### src/rtl/alu_gen2_pkg.sv
// alu_gen2_pkg: opcode and FSM state types shared by the alu_gen2 design files.
package alu_pkg;
    typedef enum logic [2:0] {NOP = 3'd0, ADD, AND, XOR, MUL, SUB, NOT, INC} opcode_t;
    typedef enum logic [1:0] {IDLE, EXEC, MULT, RESP} state_t;
endpackage

### src/rtl/alu_gen2_if.sv
// alu_gen2_if: request/response handshake bundle between a requester and alu_gen2.
interface alu_gen2_if #(parameter int WIDTH = 8);
    import alu_pkg::*;
    logic               start;
    logic               ready;
    logic               done;
    logic               ack;
    logic               err;
    logic [WIDTH-1:0]   A;
    logic [WIDTH-1:0]   B;
    opcode_t            opcode;
    logic [2*WIDTH-1:0] result;
    modport master (output start, A, B, opcode, ack, input ready, done, result, err);
    modport slave  (input start, A, B, opcode, ack, output ready, done, result, err);
endinterface

### src/rtl/alu_gen2_mul.sv
// alu_gen2_mul: shift-add multiplier, one partial product per cycle for WIDTH cycles.
module alu_gen2_mul #(parameter int WIDTH = 8) (
    input  logic               clk,
    input  logic               reset,
    input  logic               start,
    input  logic [WIDTH-1:0]   a,
    input  logic [WIDTH-1:0]   b,
    output logic               busy,
    output logic               done,
    output logic [2*WIDTH-1:0] product
);
    logic [2*WIDTH-1:0] mcand;
    logic [2*WIDTH-1:0] acc;
    logic [WIDTH-1:0]   mplier;
    logic [5:0]         cnt;
    // product is the accumulator after the current step, so the final step's value is visible with done
    assign done    = busy && cnt == 6'd1;
    assign product = acc + (mplier[0] ? mcand : '0);
    always_ff @(posedge clk or posedge reset) begin
        if (reset) begin
            mcand  <= '0;
            acc    <= '0;
            mplier <= '0;
            cnt    <= '0;
            busy   <= 1'b0;
        end else if (start) begin
            mcand  <= {{WIDTH{1'b0}}, a};
            acc    <= '0;
            mplier <= b;
            cnt    <= 6'(WIDTH);
            busy   <= 1'b1;
        end else if (busy) begin
            acc    <= product;
            mcand  <= mcand << 1;
            mplier <= mplier >> 1;
            cnt    <= cnt - 6'd1;
            busy   <= cnt != 6'd1;
        end
    end
endmodule

### src/rtl/alu_gen2.sv
// alu_gen2: handshaked multi-op ALU with a 4-state FSM.
// Build option: define ALU_GEN2_MUL_EN to include the shift-add multiplier; otherwise MUL answers err=1.
module alu_gen2
    import alu_pkg::*;
#(parameter int WIDTH = 8) (
    input logic       clk,
    input logic       reset,
    alu_gen2_if.slave bus
);
    state_t             state, state_nx;
    opcode_t            op_q;
    logic [WIDTH-1:0]   a_q, b_q;
    logic [2*WIDTH-1:0] a_z, b_z, exec_res, result_q, mul_product;
    logic               err_q, exec_err, accept, is_mul, mul_busy, mul_done;
    assign accept     = bus.start && bus.ready;
    assign a_z        = {{WIDTH{1'b0}}, a_q};
    assign b_z        = {{WIDTH{1'b0}}, b_q};
    assign bus.ready  = state == IDLE;
    assign bus.done   = state == RESP;
    assign bus.result = result_q;
    assign bus.err    = err_q;
`ifdef ALU_GEN2_MUL_EN
    assign is_mul   = bus.opcode == MUL;
    assign exec_err = 1'b0;
    alu_gen2_mul #(.WIDTH(WIDTH)) u_mul (
        .clk(clk), .reset(reset), .start(accept && is_mul), .a(bus.A), .b(bus.B),
        .busy(mul_busy), .done(mul_done), .product(mul_product)
    );
`else
    assign is_mul      = 1'b0;
    assign exec_err    = op_q == MUL;
    assign mul_busy    = 1'b0;
    assign mul_done    = 1'b0;
    assign mul_product = '0;
`endif
    always_comb begin
        exec_res = '0;
        case (op_q)
            ADD:     exec_res = a_z + b_z;
            AND:     exec_res = a_z & b_z;
            XOR:     exec_res = a_z ^ b_z;
            SUB:     exec_res = a_z - b_z;
            NOT:     exec_res = {{WIDTH{1'b0}}, ~a_q};
            INC:     exec_res = a_z + b_z + (2*WIDTH)'(1);
            default: exec_res = '0;
        endcase
    end
    always_comb begin
        state_nx = state;
        case (state)
            IDLE:    state_nx = bus.start ? (is_mul ? MULT : EXEC) : IDLE;
            EXEC:    state_nx = RESP;
            MULT:    state_nx = (mul_busy && !mul_done) ? MULT : RESP;
            RESP:    state_nx = bus.ack ? IDLE : RESP;
            default: state_nx = IDLE;
        endcase
    end
    always_ff @(posedge clk or posedge reset) begin
        if (reset) begin
            state    <= IDLE;
            op_q     <= NOP;
            a_q      <= '0;
            b_q      <= '0;
            result_q <= '0;
            err_q    <= 1'b0;
        end else begin
            state <= state_nx;
            if (accept) begin
                a_q  <= bus.A;
                b_q  <= bus.B;
                op_q <= bus.opcode;
            end
            if (state == EXEC) begin
                result_q <= exec_res;
                err_q    <= exec_err;
            end
            if (state == MULT && mul_done) begin
                result_q <= mul_product;
                err_q    <= 1'b0;
            end
        end
    end
endmodule

### src/flat_wrapper.sv
// flat-port wrapper written by rule: the top's interface ports become plain ports
module alu_gen2_flat import alu_pkg::*;
#(parameter int WIDTH = 8)
  (clk, reset, bus_start, bus_A, bus_B, bus_opcode, bus_ack, bus_ready, bus_done, bus_result, bus_err);
  alu_gen2_if #(.WIDTH(WIDTH)) bus_i ();
  input logic clk;
  input logic reset;
  input wire logic [$bits(bus_i.start)-1:0] bus_start;
  input wire logic [$bits(bus_i.A)-1:0] bus_A;
  input wire logic [$bits(bus_i.B)-1:0] bus_B;
  input wire logic [$bits(bus_i.opcode)-1:0] bus_opcode;
  input wire logic [$bits(bus_i.ack)-1:0] bus_ack;
  output wire logic [$bits(bus_i.ready)-1:0] bus_ready;
  output wire logic [$bits(bus_i.done)-1:0] bus_done;
  output wire logic [$bits(bus_i.result)-1:0] bus_result;
  output wire logic [$bits(bus_i.err)-1:0] bus_err;
  assign bus_i.start = bus_start;
  assign bus_i.A = bus_A;
  assign bus_i.B = bus_B;
  assign bus_i.opcode = bus_opcode;
  assign bus_i.ack = bus_ack;
  assign bus_ready = bus_i.ready;
  assign bus_done = bus_i.done;
  assign bus_result = bus_i.result;
  assign bus_err = bus_i.err;
  alu_gen2 #(.WIDTH(WIDTH)) u_core (.clk(clk), .reset(reset), .bus(bus_i));
endmodule
### config.mk
export PLATFORM = sky130hd
export DESIGN_NAME = alu_gen2_flat
export DESIGN_NICKNAME = d
export VERILOG_FILES = /design/src/rtl/alu_gen2_pkg.sv /design/src/rtl/alu_gen2_if.sv /design/src/rtl/alu_gen2_mul.sv /design/src/rtl/alu_gen2.sv /design/src/flat_wrapper.sv
export SDC_FILE = /design/constraint.sdc
export NUM_CORES = 1
export LEC_CHECK = 0
export ABC_AREA = 1
export ABC_CLOCK_PERIOD_IN_PS = 2800
export BUFFER_PORTS_ARGS = -buffer_cell sky130_fd_sc_hd__clkbuf_2
export CORE_MARGIN = 3
export CORE_UTILIZATION = 59
export CTS_BUF_LIST = sky130_fd_sc_hd__clkbuf_8
export DETAILED_ROUTE_END_ITERATION = 16
export GPL_TIMING_DRIVEN = 0
export HOLD_SLACK_MARGIN = 0.06
export PLACE_DENSITY = 0.83
export SYNTH_ARGS = -nofsm -noshare
export SYNTH_HDL_FRONTEND = slang
export SYNTH_SLANG_ARGS = --single-unit
### constraint.sdc
create_clock -name clk -period 2.8 [get_ports clk]
set_clock_uncertainty 0.2 [all_clocks]
set_input_delay 0.42 -clock clk [delete_from_list [all_inputs] [get_ports clk]]
set_output_delay 0.42 -clock clk [all_outputs]
set_load 0.02 [all_outputs]
== Yosys cells after proc, flatten, opt, wreduce, memory -nomap -nowiden ==
Index checks and enable logic that the tools add are counted.
W data, S select, Z words.
Operators by class
  $add $sub $neg: 3
  equal/unequal tests: 10
  mux-type cells: 4
  bitwise logic cells: 3
  reduce and logical (&&, ||, !) cells: 3
Operators by type and width (count)
  $pmux W16 S6: 1
  $add A16 B1 Y16 const B: 1
  $eq A3 B3 Y1 const B: 4
  $add A8 B8 Y9: 1
  $sub A8 B8 Y9: 1
  $and A8 B8 Y8: 1
  $not A8 Y8: 1
  $xor A8 B8 Y8: 1
  $eq A3 B2 Y1 const B: 2
  $pmux W2 S3: 1
  $eq A2 B2 Y1 const B: 2
  $eq A3 B1 Y1 const B: 1
  $eq A2 B1 Y1 const B: 1
  $logic_not A2 Y1: 1
  $mux W2: 1
  $reduce_or A2 Y1: 1
  $logic_and A1 B1 Y1: 1
  $mux W1: 1
Word-level totals
  register bits after elaboration: 38
  bits of input ports: 23
  output and inout port bits: 19
  word-level logic and storage cells: 29

== Depth between registers and ports, before layout ==
Gate-level depths: netlist of the first run.
  depth in word-level cells: 3
  gate-level depth with buffers: 16
  mapped depth without buffers: 16

== Worst setup path after synthesis of the first run ==
OpenSTA, ideal clock, no wires.
  path kind: flip-flop to flip-flop
  start point: register u_core.b_q[0]
  end point: register u_core.result_q[8] (netlist: u_core.bus.result[8])
  setup time: 0.117 ns
  arrival: 2.032 ns
  path slack: 0.451 ns
  stages on the path, launching flop included: 15
  path buffers: 0
  period minus slack after synthesis: 2.349 ns
  cells stage by stage: dfrtp_1 ha_1 inv_1 fa_1 inv_1 ha_1 inv_1 nor2_2 nand3_2 nor2_2 nand4_1 nand3_1 nand2_1 nand2_1 nand2_1
Between the ends
  longest elaborated chain between the ends: 3
  elaborated cells between the ends (all ways): 4
Ends and longest elaborated chain
  from (decl): RTL line alu_gen2.sv:12  | logic [WIDTH-1:0] a_q, b_q;
  from (signal assigned): RTL line alu_gen2.sv:70  | b_q <= bus.B;
  $add A8 B8 Y9: RTL line alu_gen2.sv:39, alu_gen2.sv:44
  $add A16 B1 Y16: RTL line alu_gen2.sv:44  | INC: exec_res = a_z + b_z + (2*WIDTH)'(1);
  $pmux W16 S6 (*): RTL line alu_gen2.sv:38  | case (op_q)
  to (signal assigned): RTL line alu_gen2.sv:74  | result_q <= exec_res;
  to (signal assigned): RTL line alu_gen2.sv:78  | result_q <= mul_product;
  to (decl): RTL line alu_gen2.sv:13  | logic [2*WIDTH-1:0] a_z, b_z, exec_res, result_q, mul_product;
Every way passes the cells marked *; elsewhere a longest branch is shown, timed or not.
A chain may end at the register's enable or synchronous reset.

== Worst setup path after layout of the first run ==
Same ends and word-level chain as after synthesis.

==> results of run 1 <==
-- layout by cell type, fill, tap and decap left out, types with 2 or more instances in the layout --
cell       instances
nand3_1           27
nand3b_1           2
nand4_1            8
o22ai_1            2
a22oi_1            3
or2_1              2
nand2_2            6
o21ai_1            6
o2111ai_1          3
nand2_1           80
nor2_2             4
fa_1               2
inv_1             41
a21oi_1           22
a31oi_1            2
ha_1              20
clkbuf_2          41
nand3_2            2
clkbuf_1           4
nor3_1             2
a21oi_2            2
mux2_2             5
o21ai_0            9
clkinv_1           2
dfrtp_1           33
nor3_4             2
inv_2             15
clkbuf_8           5
nor2_1            29
buf_4              7
a221oi_1           2
-- through the flow --
stage | hold WS, ns | instances | worst slack (ns) | utilization
6_report | 0.166 | 456 | 0.217 | 0.726
3_5_place_dp | 0.264 | 446 | 0.225 | 0.697
3_3_place_gp | 0.263 | 446 | 0.283 | 0.697
5_1_grt | 0.165 | 456 | 0.0267 | 0.726
2_1_floorplan | 0.316 | 355 | 0.451 | -
4_1_cts | 0.164 | 454 | 0.216 | 0.717
-- synthesized netlist by cell type, drive strengths merged, types with 3 or more instances --
cell and instances:
a21oi 24, a22oi 3, buf 9, clkbuf 4
dfrtp 33, ha 20, inv 55, mux2 5
nand2 87, nand3 29, nand4 8, nor2 34
nor3 5, o2111ai 3, o21ai 15, or2 4
-- cell families after synthesis --
logic type / Yosys count / synth area share
simple gates: 170 / 0.307
buf+inv: 69 / 0.113
compound gates: 56 / 0.129
flops: 33 / 0.318
fa+ha+maj: 22 / 0.112
mux: 5 / 0.0217
-- registers in the layout (all words and copies together), names as in the netlist --
register / flops
u_core.a_q: 8
u_core.bus.err: 1
u_core.op_q: 3
u_core.b_q: 8
u_core.state: 2
u_core.bus.result: 11
-- routing by layer --
| metal | share of wire | vias up | wire (um) |
|---|---|---|---|
| li1 | - | 1262 | - |
| met1 | 0.43 | 1160 | 2820 |
| met2 | 0.48 | 114 | 3150 |
| met3 | 0.075 | 12 | 491 |
| met4 | 0.016 | 0 | 108 |
| met5 | 0 | - | 0 |
-- worst max-delay path, stage by stage, from the launching register on --
cell	delay, ns
dfrtp_1	0.41
ha_1	0.21
inv_1	0.09
fa_1	0.49
inv_1	0.09
ha_1	0.16
inv_1	0.05
nor2_2	0.16
nand3_2	0.15
nor2_2	0.14
nand3_1	0.08
nand2_1	0.06
nand3_1	0.06
nand2_1	0.07
nand2_1	0.05
nand2_1	0.05
-- cell type report --
| cell class | count | area [um^2] |
|---|---|---|
| multi-input combinational | 253 | 1480 |
| fill | 339 | 1130 |
| sequential | 33 | 826 |
| inverter | 56 | 210 |
| buffer | 13 | 83.8 |
| clock inverter | 3 | 15.0 |
| clock buffer | 5 | 68.8 |
| timing repair buffer | 43 | 243 |
| tap | 50 | 62.6 |
-- final timing paths --
path,depth (start not counted),end,slack (ns),startpoint
max in group asynchronous,4,u_core.a_q[5],1.47,reset
setup / recovery,15,u_core.bus.result[8],0.22,u_core.b_q[0]
min in group asynchronous,3,u_core.state[1],0.49,reset
hold / removal,2,u_core.a_q[6],0.17,bus_A[6]
hold reg to reg,2,u_core.bus.result[7],0.28,u_core.bus.result[7]
setup reg to reg,15,u_core.bus.result[8],0.22,u_core.b_q[0]
==> flow_summary.toml, run 1 <==
[outcome]
run_status = "finished clean"

[cts]
cts_setup_buffers = 0
cts_buffer_depth = 2
cts.htree.levels = 2
worstSkewPairLatency_ns = 0.28
cts_sinks = 33
clock_root_buffer = "clkbuf_8"
cts_made_buffers = 5
cts_tree = "done"
clock_edge_transition_at_the_registers_on_the_reported_setup_and_hold_paths_ns = 0.07
hold_buffers = 0
post_cts_resize_count = 0

[synth]
synth_top_cells_by_area = "dfrtp_1 (32%), nand2_1 (12%), ha_1 (9.6%), inv_1 (5.8%), nand3_1 (5.2%)"
syn-mean-instance-area_um2 = 7.32
synth_warnings = 0
synthesis.nets = 400
ys_seq_elements = 33
edff_count_synth = 0
async_reset_ff_frac = 1.00
synth.lib_cells_used.distinct = 42
synth.cell_area_um2 = 2600
post_synth_inst_count = 355
synth.yosys.seq_area_share = 0.318
post-synth-top-area-cell = "dfrtp_1"
synth_top_area_frac = 0.318
postSynth.topFlopCell = "dfrtp_1"

[detailed_routing]
detail_route.iter0.violations = 207
drt_first_pass_iters = 5
postRouteWirelength_um = 6560
post_drt_via_cell_ratio = 5.59
drc = 0
vias = 2548
wl_per_cell_um = 14.4
final_antenna_net_count = 0

[worst_setup_path]
start_kind = "flop"
critPathRequiredTime_ns = 2.83
worst_ep_arrival_time_ns = 2.61
critical_path_class = "flop to flop"
type_of_element_capturing_the_critical_path = "flop"
timing.critical_path.fanout_max = 3

[placement]
place_area_um2 = 2870
global_placement_routability_congestion = 0.989
placement.io_buffers = 41
post-dp-hpwl_um = 5120

[job]
drv.max_cap_violation_count = 0

[floorplanning]
die-height_um = 72.4
core_region_area_um2 = 4120
rows = 23
die_w_um = 72.4
initial_core_util = 0.631
die_ar_um2 = 5240
io_pins = 42

[sta]
timing.final.crit_share = 0.922
finalHoldViolCount = 0
final.min_clock_period_ns = 2.58
max_freq_mhz = 387
timing_max_transition_violations_final = 0
fin_setup_tns_ns = 0
timing.final.setup_violations = 0
timing_worst_slew_pin_value_ns = 0.619
timing.slew.headroom = 0.585
setup_repair_after_global_routing_missed_its_margin = "false"

[grt]
maximum_number_of_pins_on_one_net_before_global_route_repair = 34
grt_util_all_layers = 0.272
met1_usage = 0.361
antenna_violations_before_repair = 0
grtUsageMet2 = 0.458
global_route.usage.met3 = 0.0443
first_global_vias = 2462
grt-ovfl-total = 0
grt_first_pass_wirelength_um = 11100
global_route.peak_usage_layer = "met2"

[layout]
layout-drive-gt1-share = 0.239
total_inserted_antenna_cells = 0
syn2layout_area_growth_pct = 15.0
final_nets = 450
design_area_um2 = 2990

[hold_path]
min-delay-path-class = "input pin to flop"
Power of run 1 is not shown: default switching activity piles up to over one toggle a cycle in this logic, so the estimate is an artifact.
==> inputs of run 2 (changes only) <==
Settings changed: ABC_AREA 1 to default, GPL_TIMING_DRIVEN 0 to default.
==> flow_summary.toml, run 2 <==
[synth]
yosys.cell_count.top_type = "dfrtp_1"
post_synth_and_or_nand_nor_area_fraction = 0.127
postSynth.topFlopCell = "dfrtp_1"
post-synth-top-area-cell = "dfrtp_1"
synth_top_cells_by_area = "dfrtp_1 (31%), ha_1 (9.5%), mux2_2 (8.1%), inv_1 (4.3%), xnor2_1 (3.7%)"
synth_compound_area_frac = 0.202
yosys.area_share.xor_xnor = 0.0603
post_synth_adder_cell_area = 0.110
async_reset_ff_frac = 1.00
synth.cell_area_um2 = 2640
post_synth_most_frequent_cells = "dfrtp_1 (33), inv_1 (30), ha_1 (20), mux2_2 (19)"
ys_seq_elements = 33
synthesis.nets = 330
synth.lib_cells_used.distinct = 60
synth.yosys.seq_area_share = 0.313
edff_count_synth = 0
synth_top_area_frac = 0.313
post_synth_inst_count = 285
synth_warnings = 0
yosys-mux-area-fraction = 0.100
synth_top_family_by_area = "compound AO/OA/AOI/OAI gates"
syn-mean-instance-area_um2 = 9.25

[hold_path]
holdPathEnd = "u_core.op_q[0]"
worst_hold_startpoint = "bus_opcode[0]"
min-delay-path-class = "input pin to flop"
min_path_cells = 2

[grt]
grt_first_pass_wirelength_um = 9750
first_global_vias = 2137
grt_util_all_layers = 0.237
antenna_violations_before_repair = 0
maximum_number_of_pins_on_one_net_before_global_route_repair = 29
grt-ovfl-total = 0

[detailed_routing]
vias = 2288
final_antenna_net_count = 0
post_drt_via_cell_ratio = 5.82
postRouteWirelength_um = 6200
detail_route.iter0.violations = 199
drc = 0
drt_first_pass_iters = 4
wl_per_cell_um = 15.8

[sta]
fin_setup_tns_ns = -0.0581
timing.final.crit_share = 1.01
timing.slew.headroom = 0.537
timing_max_transition_violations_final = 0
post-route-worst-setup-slack_ns = -0.0340
final.min_clock_period_ns = 2.83
timing.final.setup_violations = 2
setup_repair_after_global_routing_missed_its_margin = "true"
finalHoldViolCount = 0
timing_worst_slew_pin_value_ns = 0.690
max_freq_mhz = 353

[worst_setup_path]
rr_startpoint = "u_core.b_q[0]"
critPathRequiredTime_ns = 2.77
ff2ff_setup_slack_ns = -0.03
critical_path_class = "flop to flop"
start_kind = "flop"
worstRegToRegCells = 12
worst_ep_arrival_time_ns = 2.80
timing.critical_path.fanout_max = 4
rr_endpoint = "u_core.bus.result[6]"
type_of_element_capturing_the_critical_path = "flop"

[layout]
layout-drive-gt1-share = 0.356
layout.cells.most_common_list = "clkbuf_2 (41), dfrtp_1 (33), inv_1 (31)"
design_area_um2 = 3170
final_util = 0.765
most_common_cell_after_layout_fill_and_taps_aside = "clkbuf_2"
largest_reg_flops = 11
final_nets = 387
total_inserted_antenna_cells = 0
syn2layout_area_growth_pct = 20.3
fill_cells = 313

[floorplanning]
initial_core_util = 0.636
io_pins = 42
die_ar_um2 = 5310
core_region_area_um2 = 4140
die-height_um = 72.8
die_w_um = 72.8
rows = 23

[cts]
cts_buffer_depth = 2
cts_made_buffers = 5
cts_tree = "done"
clock_edge_transition_at_the_registers_on_the_reported_setup_and_hold_paths_ns = 0.07
clock_root_buffer = "clkbuf_8"
cts.htree.levels = 2
worstSkewPairLatency_ns = 0.29
cts_sinks = 33

[placement]
place_area_um2 = 2950
global_placement_routability_congestion = 0.936
dpl_worst_slack_ns = -0.0251
post-dp-hpwl_um = 4320
placement.io_buffers = 41

[outcome]
run_status = "finished, violations left"
failed_checks = "setup timing"

[job]
drv.max_cap_violation_count = 0
run 2: cell count changes in the layout (fill, tap and decap cells not counted), sizes merged, moves of 6 or more:
cell | before | now
nand2 | 87 | 13
nand3 | 29 | 6
mux2 | 5 | 19
nand4 | 8 | 2
nor2 | 34 | 18
buf | 10 | 29
inv | 56 | 34
xnor2 | 0 | 12
run 2: layout make-up:
class	instances	area, um^2	share of cell area
Multi-Input combinational cell	200	1650	0.519
Tap cell	50	62.6	0.0197
Inverter	31	116	0.0367
Clock buffer	5	68.8	0.0217
Sequential cell	33	826	0.260
Clock inverter	3	11.3	0.00355
Timing Repair Buffer	71	440	0.139
run 2: cell families (layout without fill, tap and decap cells):
group                    count (synthesis)  in the layout
AO/OA/AOI/OAI                           75             75
buffers and inverters                   52            110
AND/OR/NAND/NOR                         63             63
adder cells (fa/ha/maj)                 22             22
flip-flops                              33             33
XOR/XNOR                                16             16
multiplexers                            24             24
run 2: critical path: stages, from the launching register on:
cell and delay [ns]:
dfrtp_1 0.40, ha_2 0.24, inv_2 0.06, fa_2 0.39, o21bai_4 0.19, a311oi_2 0.13, o21ai_2 0.18, buf_6 0.14
xnor2_4 0.08, buf_6 0.13, a32oi_2 0.21, a21oi_2 0.10, a221o_1 0.28
run 2: worst max-delay path by stage:
stage | slack [ns] | depth (start not counted) | startpoint | to
floorplan | 0.05 | 10 | u_core.a_q[0] | u_core.bus.result[8]
global placement | 0.04 | 10 | u_core.b_q[0] | u_core.bus.result[8]
detailed placement | -0.03 | 11 | u_core.a_q[0] | u_core.bus.result[8]
CTS | 0.002 | 10 | u_core.b_q[0] | u_core.bus.result[8]
global route | -0.14 | 11 | u_core.a_q[0] | u_core.bus.result[8]
finish | -0.03 | 12 | u_core.b_q[0] | u_core.bus.result[6]
run 2: through the flow:
stage          instances  hold slack (ns)
5_1_grt              393            0.160
3_3_place_gp         376            0.265
2_1_floorplan        285            0.309
4_1_cts              385            0.156
6_report             393            0.157
3_5_place_dp         376            0.275
run 2: routing by layer:
metal	up-vias	global-route usage	part of all wire
met5	-	0	0
met4	0	0.0820	0.025
li1	1112	-	-
met1	1082	0.303	0.42
met3	17	0.0455	0.064
met2	77	0.401	0.49
run 2: timing repair:
action,4_1_cts,5_1_grt
setup endpoints to repair,2,4
buffers inserted,0,8
pin swaps,2,14
gates cloned,0,0
gates resized for setup,5,18
hold buffers,1,0
endpoints found under the hold margin,16,0
Power of run 2 is left out for the same reason.
